[src/rtl/b2c_5bit_core.sv]
// Registered 5-bit two's-complement negator with valid, overflow and zero flags.
// Define B2C_SAT_EN to saturate the -(-16) case to +15 instead of wrapping.
module b2c_5bit_core (
    input  logic       clk,
    input  logic       rst_n,
    input  logic       in_valid,
    input  logic [4:0] B,
    input  logic       neg,
    output logic [4:0] X,
    output logic       out_valid,
    output logic       ovf,
    output logic       zero
);
    localparam int STAGES = 1;

    logic [STAGES:0] vld_pipe;
    logic [4:0]      raw;
    logic [4:0]      x_nxt;
    logic            ovf_nxt;
    logic            zero_nxt;

    assign vld_pipe[0] = in_valid;

    always_comb begin
        raw     = neg ? (~B + 5'd1) : B;
        ovf_nxt = neg & (B == 5'b10000);
`ifdef B2C_SAT_EN
        x_nxt   = ovf_nxt ? 5'b01111 : raw;
`else
        x_nxt   = raw;
`endif
        // zero follows the value actually loaded, so it tracks saturation too
        zero_nxt = (x_nxt == 5'd0);
    end

    always_ff @(posedge clk) begin
        if (!rst_n) begin
            vld_pipe[STAGES:1] <= '0;
            X                  <= 5'd0;
            ovf                <= 1'b0;
            zero               <= 1'b1;
        end else begin
            vld_pipe[STAGES:1] <= vld_pipe[STAGES-1:0];
            if (in_valid) begin
                X    <= x_nxt;
                ovf  <= ovf_nxt;
                zero <= zero_nxt;
            end
        end
    end

    assign out_valid = vld_pipe[STAGES];
endmodule

[config.mk]
export PLATFORM = sky130hd
export DESIGN_NAME = b2c_5bit_core
export DESIGN_NICKNAME = d
export VERILOG_FILES = /design/src/rtl/b2c_5bit_core.sv
export SDC_FILE = /design/constraint.sdc
export NUM_CORES = 1
export LEC_CHECK = 0
export BUFFER_PORTS_ARGS = -buffer_cell sky130_fd_sc_hd__buf_2
export CORE_AREA = 8 8 45 47
export DETAILED_ROUTE_END_ITERATION = 10
export DIE_AREA = 0 0 53 55
export PLACE_DENSITY_LB_ADDON = 0.12
export RECOVER_POWER = 100
export SKIP_CTS_REPAIR_TIMING = 1
export SYNTH_ARGS = -nofsm -noshare
export SYNTH_HDL_FRONTEND = slang
export SYNTH_SLANG_ARGS = --single-unit
[constraint.sdc]
create_clock -name clk -period 2.33 [get_ports clk]
set_clock_uncertainty 0.15 [all_clocks]
set_input_delay 0.3495 -clock clk [delete_from_list [all_inputs] [get_ports clk]]
set_output_delay 0.3495 -clock clk [all_outputs]
set_load 0.01 [all_outputs]
==> results of run 1 <==
-- sequential cells by signal, indices dropped and copies added, names as in the netlist --
name       count
X              5
out_valid      1
zero           1
ovf            1
-- final cells by class --
cell class,instances,area [um^2],area share [%]
Multi-Input combinational cell,29,219,43.1
Sequential cell,8,160,31.5
Timing Repair Buffer,16,67.6,13.3
Clock buffer,3,22.5,4.43
Tap cell,16,20.0,3.94
Inverter,5,18.8,3.69
-- layout by cell type (no fill, tap or decap), drive strengths merged --
| master | n |
|---|---|
| clkbuf | 13 |
| dfxtp | 8 |
| buf | 6 |
| inv | 5 |
| nor2 | 4 |
| a211oi | 3 |
| mux2i | 3 |
| ha | 3 |
| o21ai | 2 |
| a21oi | 2 |
| xnor2 | 2 |
| nor3b | 1 |
| o31ai | 1 |
| xor2 | 1 |
| and2b | 1 |
| nand2b | 1 |
| nand3 | 1 |
| nand2 | 1 |
| o32ai | 1 |
| a41o | 1 |
| and2 | 1 |
-- power groups by stage --
| stage | combinational, mW | sequential [mW] | clock, mW |
|---|---|---|---|
| after floorplan | 0.0312 | 0.157 | 0 |
| after global placement | 0.0598 | 0.152 | 0 |
| after detailed placement | 0.0597 | 0.152 | 0 |
| after CTS | 0.0599 | 0.149 | 0.110 |
| after global routing | 0.0628 | 0.151 | 0.118 |
| final | 0.0552 | 0.150 | 0.101 |
-- worst paths after layout --
| kind | to | slack, ns | cells after the start |
|---|---|---|---|
| max | zero | 0.73 | 8 |
| min | out_valid | 0.20 | 2 |
| max reg2reg | zero | 1.42 | 3 |
| min reg2reg | ovf | 0.32 | 2 |
-- cell families (layout without fill, tap and decap cells) --
kind of cell | count (synthesis) | in the layout | synth area share, %
AOI/OAI and AO/OA | 10 | 10 | 18.0
xor gates and xnor gates | 3 | 3 | 6.40
adders and majority gates | 3 | 3 | 9.15
buffers and inverters | 7 | 24 | 7.62
DFF | 8 | 8 | 39.0
muxes | 3 | 3 | 7.32
and+or+nand+nor | 10 | 10 | 12.5
-- synthesized netlist by cell type, drive strengths merged --
library cell	instances	area, um^2
nand2b	1	6.26
buf	2	12.5
mux2i	3	30.0
dfxtp	8	160
nor3b	1	7.51
nor2	4	15.0
o32ai	1	8.76
xor2	1	8.76
a41o	1	10.0
inv	5	18.8
a211oi	3	22.5
xnor2	2	17.5
nand3	1	5.00
a21oi	2	10.0
and2b	1	7.51
and2	1	6.26
ha	3	37.5
o21ai	2	10.0
nand2	1	3.75
o31ai	1	12.5
-- per-layer routing --
layer / share of wire [%] / up-vias / GRT usage [%]
met5: 0 / - / 0
met4: 0 / 0 / 1.29
met3: 7.9 / 0 / 4.81
met2: 52 / 8 / 12.1
met1: 40 / 149 / 7.01
li1: - / 186 / -
-- through the flow --
step	worst slack, ns	total power, mW
after global placement	0.474	0.212
after CTS	0.716	0.319
after floorplan	0.695	0.188
final	0.730	0.306
after global routing	0.651	0.332
after detailed placement	0.464	0.212
-- critical path, cell delays in order --
cell and delay, ns:
clkbuf_1 0.13, inv_1 0.08, ha_1 0.23, nor3b_1 0.15, ha_1 0.28, nand2_1 0.06
o32ai_1 0.07, a41o_1 0.24
==> results by group, run 1 <==
Hold path
  – Hold crit path type: input pin to flip-flop
  – Hold Crit Start: rst_n

Timing
  – RSZ-0062 raised after global routing: false
  – Tightest Pin Transition: 0.538 ns
  – Final hold violation count: 0
  – Max Slew Vio Count: 0
  – Final worst path period share: 68.7%
  – Max-slew headroom: roughly 64%
  – Hold WS: between 0.15 and 0.2 ns
  – Final setup fails: 0
  – Setup TNS: 0 ns
  – Post-layout min period: between 1.5 and 2 ns
  – Maximum clock frequency: 625 MHz

Synthesis
  – Count of cell types in the netlist: 21
  – Syn Nets: 56
  – Cell area after synthesis: 410 um^2
  – #FFs+latches synth: 8
  – Register area share after synthesis: between 30% and 40%
  – Syn_area_per_cell: 9.33 um^2
  – Ys Warns: 0
  – Cell count after synthesis: between 40 and 50

Power and ir drop
  – Pleak: approximately 0.23 nW
  – Switch share: 25.4%
  – Pwr dens: 603 nW/um^2
  – P_int: 229 uW
  – Peak VDD IR: 0.263 mV
  – Combinational fraction of design power: 18.0%
  – Net Switching: 77.9 uW
  – Sequential power share: between 40% and 50%
  – Clock power frac: between 30 and 40%

Setup path
  – Crit path arrival time: about 1.6 ns
  – CP required: about 2.3 ns
  – CP max FO: 3
  – Setup crit start: B[0]
  – Classification of the worst setup path: input pin to flip-flop
  – RR Startpoint: zero
  – Critical Path Source Type: input pin
  – Crit path capture type: flip-flop

GRT
  – Vias in the first global route: around 340
  – Largest net degree at the start of global routing: 15
  – Initial antenna violation count: 0
  – Remaining global-route overflow: 0
  – First-pass GRT wire length: approximately 1500 um
  – Total GRT Usage: 7.06%

Route
  – Routed via count: 343
  – DRC: 0
  – Antenna viol nets, final: 0
  – Routed WL: 871 um
  – First-pass DRT Iterations: 4
  – DRT iter0 DRCs: 1
  – Vias/cell: 4.45
  – Routed WL per cell: around 11 um

Floorplan
  – Starting Density: around 30%
  – Core ar.: approximately 1400 um^2
  – Die Wd: ~53 um
  – Die footprint: 2920 um^2
  – Die span in y: 55 um
  – # IOs: 17
  – FP Rows: 14

Run
  – Max cap viols: 0

CTS
  – Clk Latency, worst-skew pair: 0.24 ns
  – TritonCTS clock tree: built
  – Htree depth: 1
  – Number of CTS-inserted buffers: 3
  – Clk Tree Root Cell: clkbuf_4
  – Clock buffer depth: 2
  – CTS Sinks: 8
  – CTS clk-pin slew, worst paths: roughly 0.05 ns

Finish
  – Number of diodes: 0
  – Nets@finish: 75
  – Fillers: 165
  – Final non-filler cell total: just under 80
  – Final instance area: 508 um^2
  – Layout cell share with drive strength beyond 1: between 15 and 20%
  – P&R area growth vs syn: 23.8%
  – Finished Core Util: between 30% and 40%

Place
  – Gpl congestion: ~0.65
  – Placement Cell Area: 498 um^2
  – DP Cell Count: 74
  – Dpl hpwl: between 700 and 800 um
  – PortBufs: 16

Run status
  – Outcome: complete, no violations
(Power assumes the default switching activity.)
==> run 2: changes to the inputs <==
==> constraint.sdc (replaced) <==
create_clock -name clk -period 1.7 [get_ports clk]
set_clock_uncertainty 0.15 [all_clocks]
set_input_delay 0.255 -clock clk [delete_from_list [all_inputs] [get_ports clk]]
set_output_delay 0.255 -clock clk [all_outputs]
set_load 0.01 [all_outputs]
==> results by group, run 2 (synthesized netlist as in run 1, its figures left out) <==
Run status
  – Outcome: complete, no violations

Floorplan
  – Die Wd: 53 um (unchanged)
  – Die span in y: 55 um (unchanged)
  – FP Rows: 14 (unchanged)
  – Die footprint: 2920 um^2 (unchanged)
  – # IOs: 17 (unchanged)
  – Core ar.: 1380 um^2 (unchanged)
  – Starting Density: 29.7% (unchanged)

Place
  – PortBufs: 16 (unchanged)
  – Worst slack, placed: -0.0255 ns (-0.489 ns)
  – Placement Cell Area: 536 um^2 (+7.5%)
  – Dpl hpwl: 725 um (+1.5%)
  – Gpl congestion: 0.729 (+12%)

Setup path
  – Classification of the worst setup path: input pin to flip-flop
  – Crit path capture type: flip-flop
  – CP max FO: 2 (-1)
  – Most numerous cell on the critical path: ha_1
  – Crit path arrival time: 1.45 ns (-0.14 ns)
  – Largest stage delay, worst path: 0.28 ns (about the same)
  – Critical-path top delay cell: ha_1
  – Critical Path Source Type: input pin
  – CP required: 1.70 ns (-0.62 ns)
  – CP Cell Sequence: buf_2 > inv_1 > ha_1 > nor3b_1 > ha_1 > nand2_1 > o32ai_1 > a41o_1

GRT
  – Remaining global-route overflow: 0 (unchanged)
  – First-pass GRT wire length: 1460 um (-1.9%)
  – Initial antenna violation count: 0 (unchanged)
  – Vias in the first global route: 356 (+5.6%)
  – Largest net degree at the start of global routing: 15 (unchanged)
  – Total GRT Usage: 6.95% (-0.11 points)

Timing
  – Post-layout min period: about 1.5 ns
  – RSZ-0062 raised after global routing: false
  – Setup TNS: 0 ns (unchanged)
  – Tightest Pin Transition: 0.536 ns (-0.00213 ns)
  – Maximum clock frequency: between 600 and 700 MHz
  – Max Slew Vio Count: 0 (unchanged)
  – Final hold violation count: 0 (unchanged)
  – Hold WS: 0.0949 ns (-0.102 ns)
  – Max-slew headroom: 64.3% (+0.14 points)
  – Final worst path period share: a little under nine tenths
  – Final setup fails: 0 (unchanged)
  – Worst setup margin: 0.249 ns (-0.480 ns)

Finish
  – Top reg by flops: X
  – P&R area growth vs syn: 32.0%
  – Number of diodes: 0 (unchanged)
  – Most common cell after layout, fill and taps aside: clkbuf_1
  – Layout cell share with drive strength beyond 1: 22.7% (+6.3 points)
  – Nets@finish: 80 (+6.7%)
  – Final instance area: 542 um^2 (+6.7%)
  – Most frequent cells in the layout: clkbuf_1, dfxtp_1, buf_2
  – Max FFs per register: 5 (unchanged)

CTS
  – CTS clk-pin slew, worst paths: 0.06 ns (about the same)
  – Number of CTS-inserted buffers: 3 (unchanged)
  – Clk Latency, worst-skew pair: 0.25 ns (about the same)
  – Clk Tree Root Cell: clkbuf_4
  – Clock buffer depth: 2 (unchanged)
  – CTS Sinks: 8 (unchanged)
  – TritonCTS clock tree: built
  – Htree depth: 1 (unchanged)

Power and ir drop
  – Pwr dens: 807 nW/um^2 (+34%)
  – Pleak: 0.256 nW (+11%)
  – Peak VDD IR: 0.307 mV (+17%)
  – Pwr Total: 437 uW (+43%)

Route
  – DRC: 0 (unchanged)
  – Antenna viol nets, final: 0 (unchanged)
  – Vias/cell: 4.56 (+2.4%)
  – Routed via count: 374 (+9.0%)
  – First-pass DRT Iterations: 2 (-2)
  – Routed WL per cell: 11.0 um (-2.6%)
  – Routed WL: 903 um (+3.7%)
  – DRT iter0 DRCs: 8 (+7)

Run
  – Max cap viols: 0 (unchanged)

Hold path
  – Hold crit path type: input pin to flip-flop
==> run 2: cell count changes in the layout (fill, tap and decap cells not counted), sizes merged <==
cell | previous run | this run
buf | 6 | 10
clkbuf | 13 | 14
==> run 2: final timing paths <==
path              startpoint   endpoint  slack [ns]  cells after the start
setup / recovery        B[1]       zero        0.25                      8
setup reg to reg        zero       zero        0.80                      3
hold / removal         rst_n  out_valid        0.09                      2
hold reg to reg          ovf        ovf        0.32                      2
==> run 2: worst max-delay path, delay by kind of cell <==
family,cells,cell delay [ns]
simple gates,2,0.28
fa+ha+maj,2,0.43
compound gates,2,0.32
buf+inv,2,0.17
==> run 2: metal layers <==
layer / up-vias / routed length, um / track usage, %
met5: - / 0 / 0
li1: 198 / - / -
met2: 9 / 448 / 11.7
met1: 165 / 384 / 7.01
met4: 0 / 10 / 3.88
met3: 2 / 59 / 3.21
==> run 2: final cells by class <==
class | count | area, um^2
repair buffers | 21 | 106
clock buffers | 3 | 22.5
multi-input cells | 29 | 214
fillers | 163 | 842
well taps | 16 | 20.0
inverters | 5 | 18.8
flip-flops and latches | 8 | 160
==> run 2: stage by stage <==
stage / cells / utilization (%)
2_1_floorplan: 44 / -
5_1_grt: 82 / 39.2
3_3_place_gp: 79 / 38.7
6_report: 82 / 39.2
4_1_cts: 82 / 40.3
3_5_place_dp: 79 / 38.7
==> run 2: report_power, final <==
| part | switching (mW) | internal [mW] |
|---|---|---|
| clock | 0.0691 | 0.0811 |
| combinational | 0.0427 | 0.0391 |
| sequential | 0.00536 | 0.200 |
| total | 0.117 | 0.320 |
==> run 3: changes to the inputs <==
--- a/config.mk
+++ b/config.mk
@@ -7,8 +7,10 @@
 export LEC_CHECK = 0
 export BUFFER_PORTS_ARGS = -buffer_cell sky130_fd_sc_hd__buf_2
 export CORE_AREA = 8 8 45 47
+export CTS_BUF_LIST = sky130_fd_sc_hd__clkbuf_2
 export DETAILED_ROUTE_END_ITERATION = 10
 export DIE_AREA = 0 0 53 55
+export GPL_TIMING_DRIVEN = 0
 export PLACE_DENSITY_LB_ADDON = 0.12
 export RECOVER_POWER = 100
 export SKIP_CTS_REPAIR_TIMING = 1
==> constraint.sdc (replaced) <==
create_clock -name clk -period 1.5 [get_ports clk]
set_clock_uncertainty 0.15 [all_clocks]
set_input_delay 0.225 -clock clk [delete_from_list [all_inputs] [get_ports clk]]
set_output_delay 0.225 -clock clk [all_outputs]
set_load 0.01 [all_outputs]
==> results by group, run 3 (synthesized netlist as in run 1, its figures left out) <==
Floorplan
  – # IOs: 17 (unchanged)
  – Die span in y: 55 um (unchanged)
  – Core ar.: 1380 um^2 (unchanged)
  – Die footprint: 2920 um^2 (unchanged)
  – Starting Density: 29.7% (unchanged)
  – Die Wd: 53 um (unchanged)
  – FP Rows: 14 (unchanged)

Hold path
  – Hold crit path type: input pin to flip-flop

CTS
  – Clock buffer depth: 2 (unchanged)
  – Clk Latency, worst-skew pair: 0.23 ns (-0.02 ns)
  – CTS Sinks: 8 (unchanged)
  – Clk Tree Root Cell: clkbuf_2
  – TritonCTS clock tree: built
  – Number of CTS-inserted buffers: 3 (unchanged)
  – CTS clk-pin slew, worst paths: 0.08 ns (+0.02 ns)
  – Htree depth: 1 (unchanged)

Route
  – DRT iter0 DRCs: 4 (-4)
  – Vias/cell: 4.56 (about the same)
  – Routed WL per cell: 11.4 um (+3.6%)
  – Routed via count: 356 (-4.8%)
  – First-pass DRT Iterations: 3 (+1)
  – Routed WL: 890 um (-1.4%)
  – Antenna viol nets, final: 0 (unchanged)
  – DRC: 0 (unchanged)

GRT
  – Initial antenna violation count: 0 (unchanged)
  – Remaining global-route overflow: 0 (unchanged)
  – First-pass GRT wire length: 1400 um (-3.8%)
  – Vias in the first global route: 337 (-5.3%)
  – Largest net degree at the start of global routing: 11 (-4)
  – Total GRT Usage: 6.84% (-0.11 points)

Setup path
  – Crit path capture type: flip-flop
  – CP required: 1.48 ns (-0.22 ns)
  – CP max FO: 3 (+1)
  – Classification of the worst setup path: input pin to flip-flop
  – Critical Path Source Type: input pin
  – Crit path arrival time: 1.40 ns (-0.05 ns)

Timing
  – Maximum clock frequency: around 700 MHz
  – Tightest Pin Transition: 0.420 ns (-0.116 ns)
  – Post-layout min period: 1.42 ns
  – Max-slew headroom: 72.0% (+7.7 points)
  – RSZ-0062 raised after global routing: false
  – Final worst path period share: 94.7%
  – Max Slew Vio Count: 0 (unchanged)
  – Final hold violation count: 0 (unchanged)
  – Final setup fails: 0 (unchanged)
  – Worst setup margin: 0.0791 ns (-0.170 ns)

Finish
  – Nets@finish: 76 (-5.0%)
  – Number of diodes: 0 (unchanged)
  – Most frequent cells in the layout: clkbuf_1, dfxtp_1, buf_2
  – Most common cell after layout, fill and taps aside: clkbuf_1
  – Finished Core Util: 37.3% (-1.9 points)
  – P&R area growth vs syn: 25.6%
  – Max FFs per register: 5 (unchanged)
  – Layout cell share with drive strength beyond 1: 24.2% (+1.5 points)
  – Top reg by flops: X

Power and ir drop
  – Pleak: 0.232 nW (-9.4%)
  – Pwr dens: 867 nW/um^2 (+7.4%)
  – Peak VDD IR: 0.372 mV (+21%)

Place
  – Gpl congestion: 0.685 (-6.1%)
  – Dpl hpwl: 725 um (about the same)
  – PortBufs: 15 (-1)
  – Worst slack, placed: -0.182 ns (-0.157 ns)

Run status
  – Outcome: complete, no violations

Run
  – Max cap viols: 0 (unchanged)
==> run 3: stage by stage <==
step / power (mW) / hold WS [ns] / std cells / cell area (um^2) / setup TNS [ns]
after CTS: 0.463 / 0.0764 / 78 / 528 / 0
after floorplan: 0.293 / 0.202 / 44 / 418 / 0
after global placement: 0.332 / 0.309 / 75 / 513 / -0.327
after global routing: 0.487 / 0.0867 / 78 / 515 / 0
final: 0.447 / 0.0867 / 78 / 515 / 0
after detailed placement: 0.332 / 0.316 / 75 / 513 / -0.290
==> run 3: cell type report <==
| cell class | instances | area [um^2] |
|---|---|---|
| buffer | 2 | 11.3 |
| fill | 156 | 868 |
| multi-input combinational | 29 | 226 |
| inverter | 5 | 18.8 |
| tap | 16 | 20.0 |
| sequential | 8 | 160 |
| clock buffer | 3 | 15.0 |
| timing repair buffer | 15 | 63.8 |
==> run 3: critical path: stages <==
cell	delay, ns
clkbuf_2	0.12
inv_2	0.04
ha_2	0.18
nor3b_2	0.16
ha_1	0.30
nand2_1	0.06
o32ai_1	0.07
a41o_1	0.24
==> run 3: final timing paths <==
path	start	endpoint	slack (ns)	depth (start not counted)
worst min register to register	ovf	ovf	0.33	2
worst max-delay path	B[1]	zero	0.08	8
worst min-delay path	rst_n	out_valid	0.09	2
worst max register to register	zero	zero	0.61	3
==> run 3: report_power, final <==
| group | total, mW | switching (mW) | internal (mW) |
|---|---|---|---|
| Sequential | 0.232 | 0.00588 | 0.226 |
| Combinational | 0.0888 | 0.0495 | 0.0394 |
| Clock | 0.126 | 0.0716 | 0.0546 |
| Total | 0.447 | 0.127 | 0.320 |
==> run 3: routing by layer <==
metal,GRT usage (%),part of all wire (%),up-vias
met5,0,0,-
li1,-,-,188
met2,11.3,52,9
met3,5.61,9.0,0
met1,6.55,39,159
met4,1.29,0,0
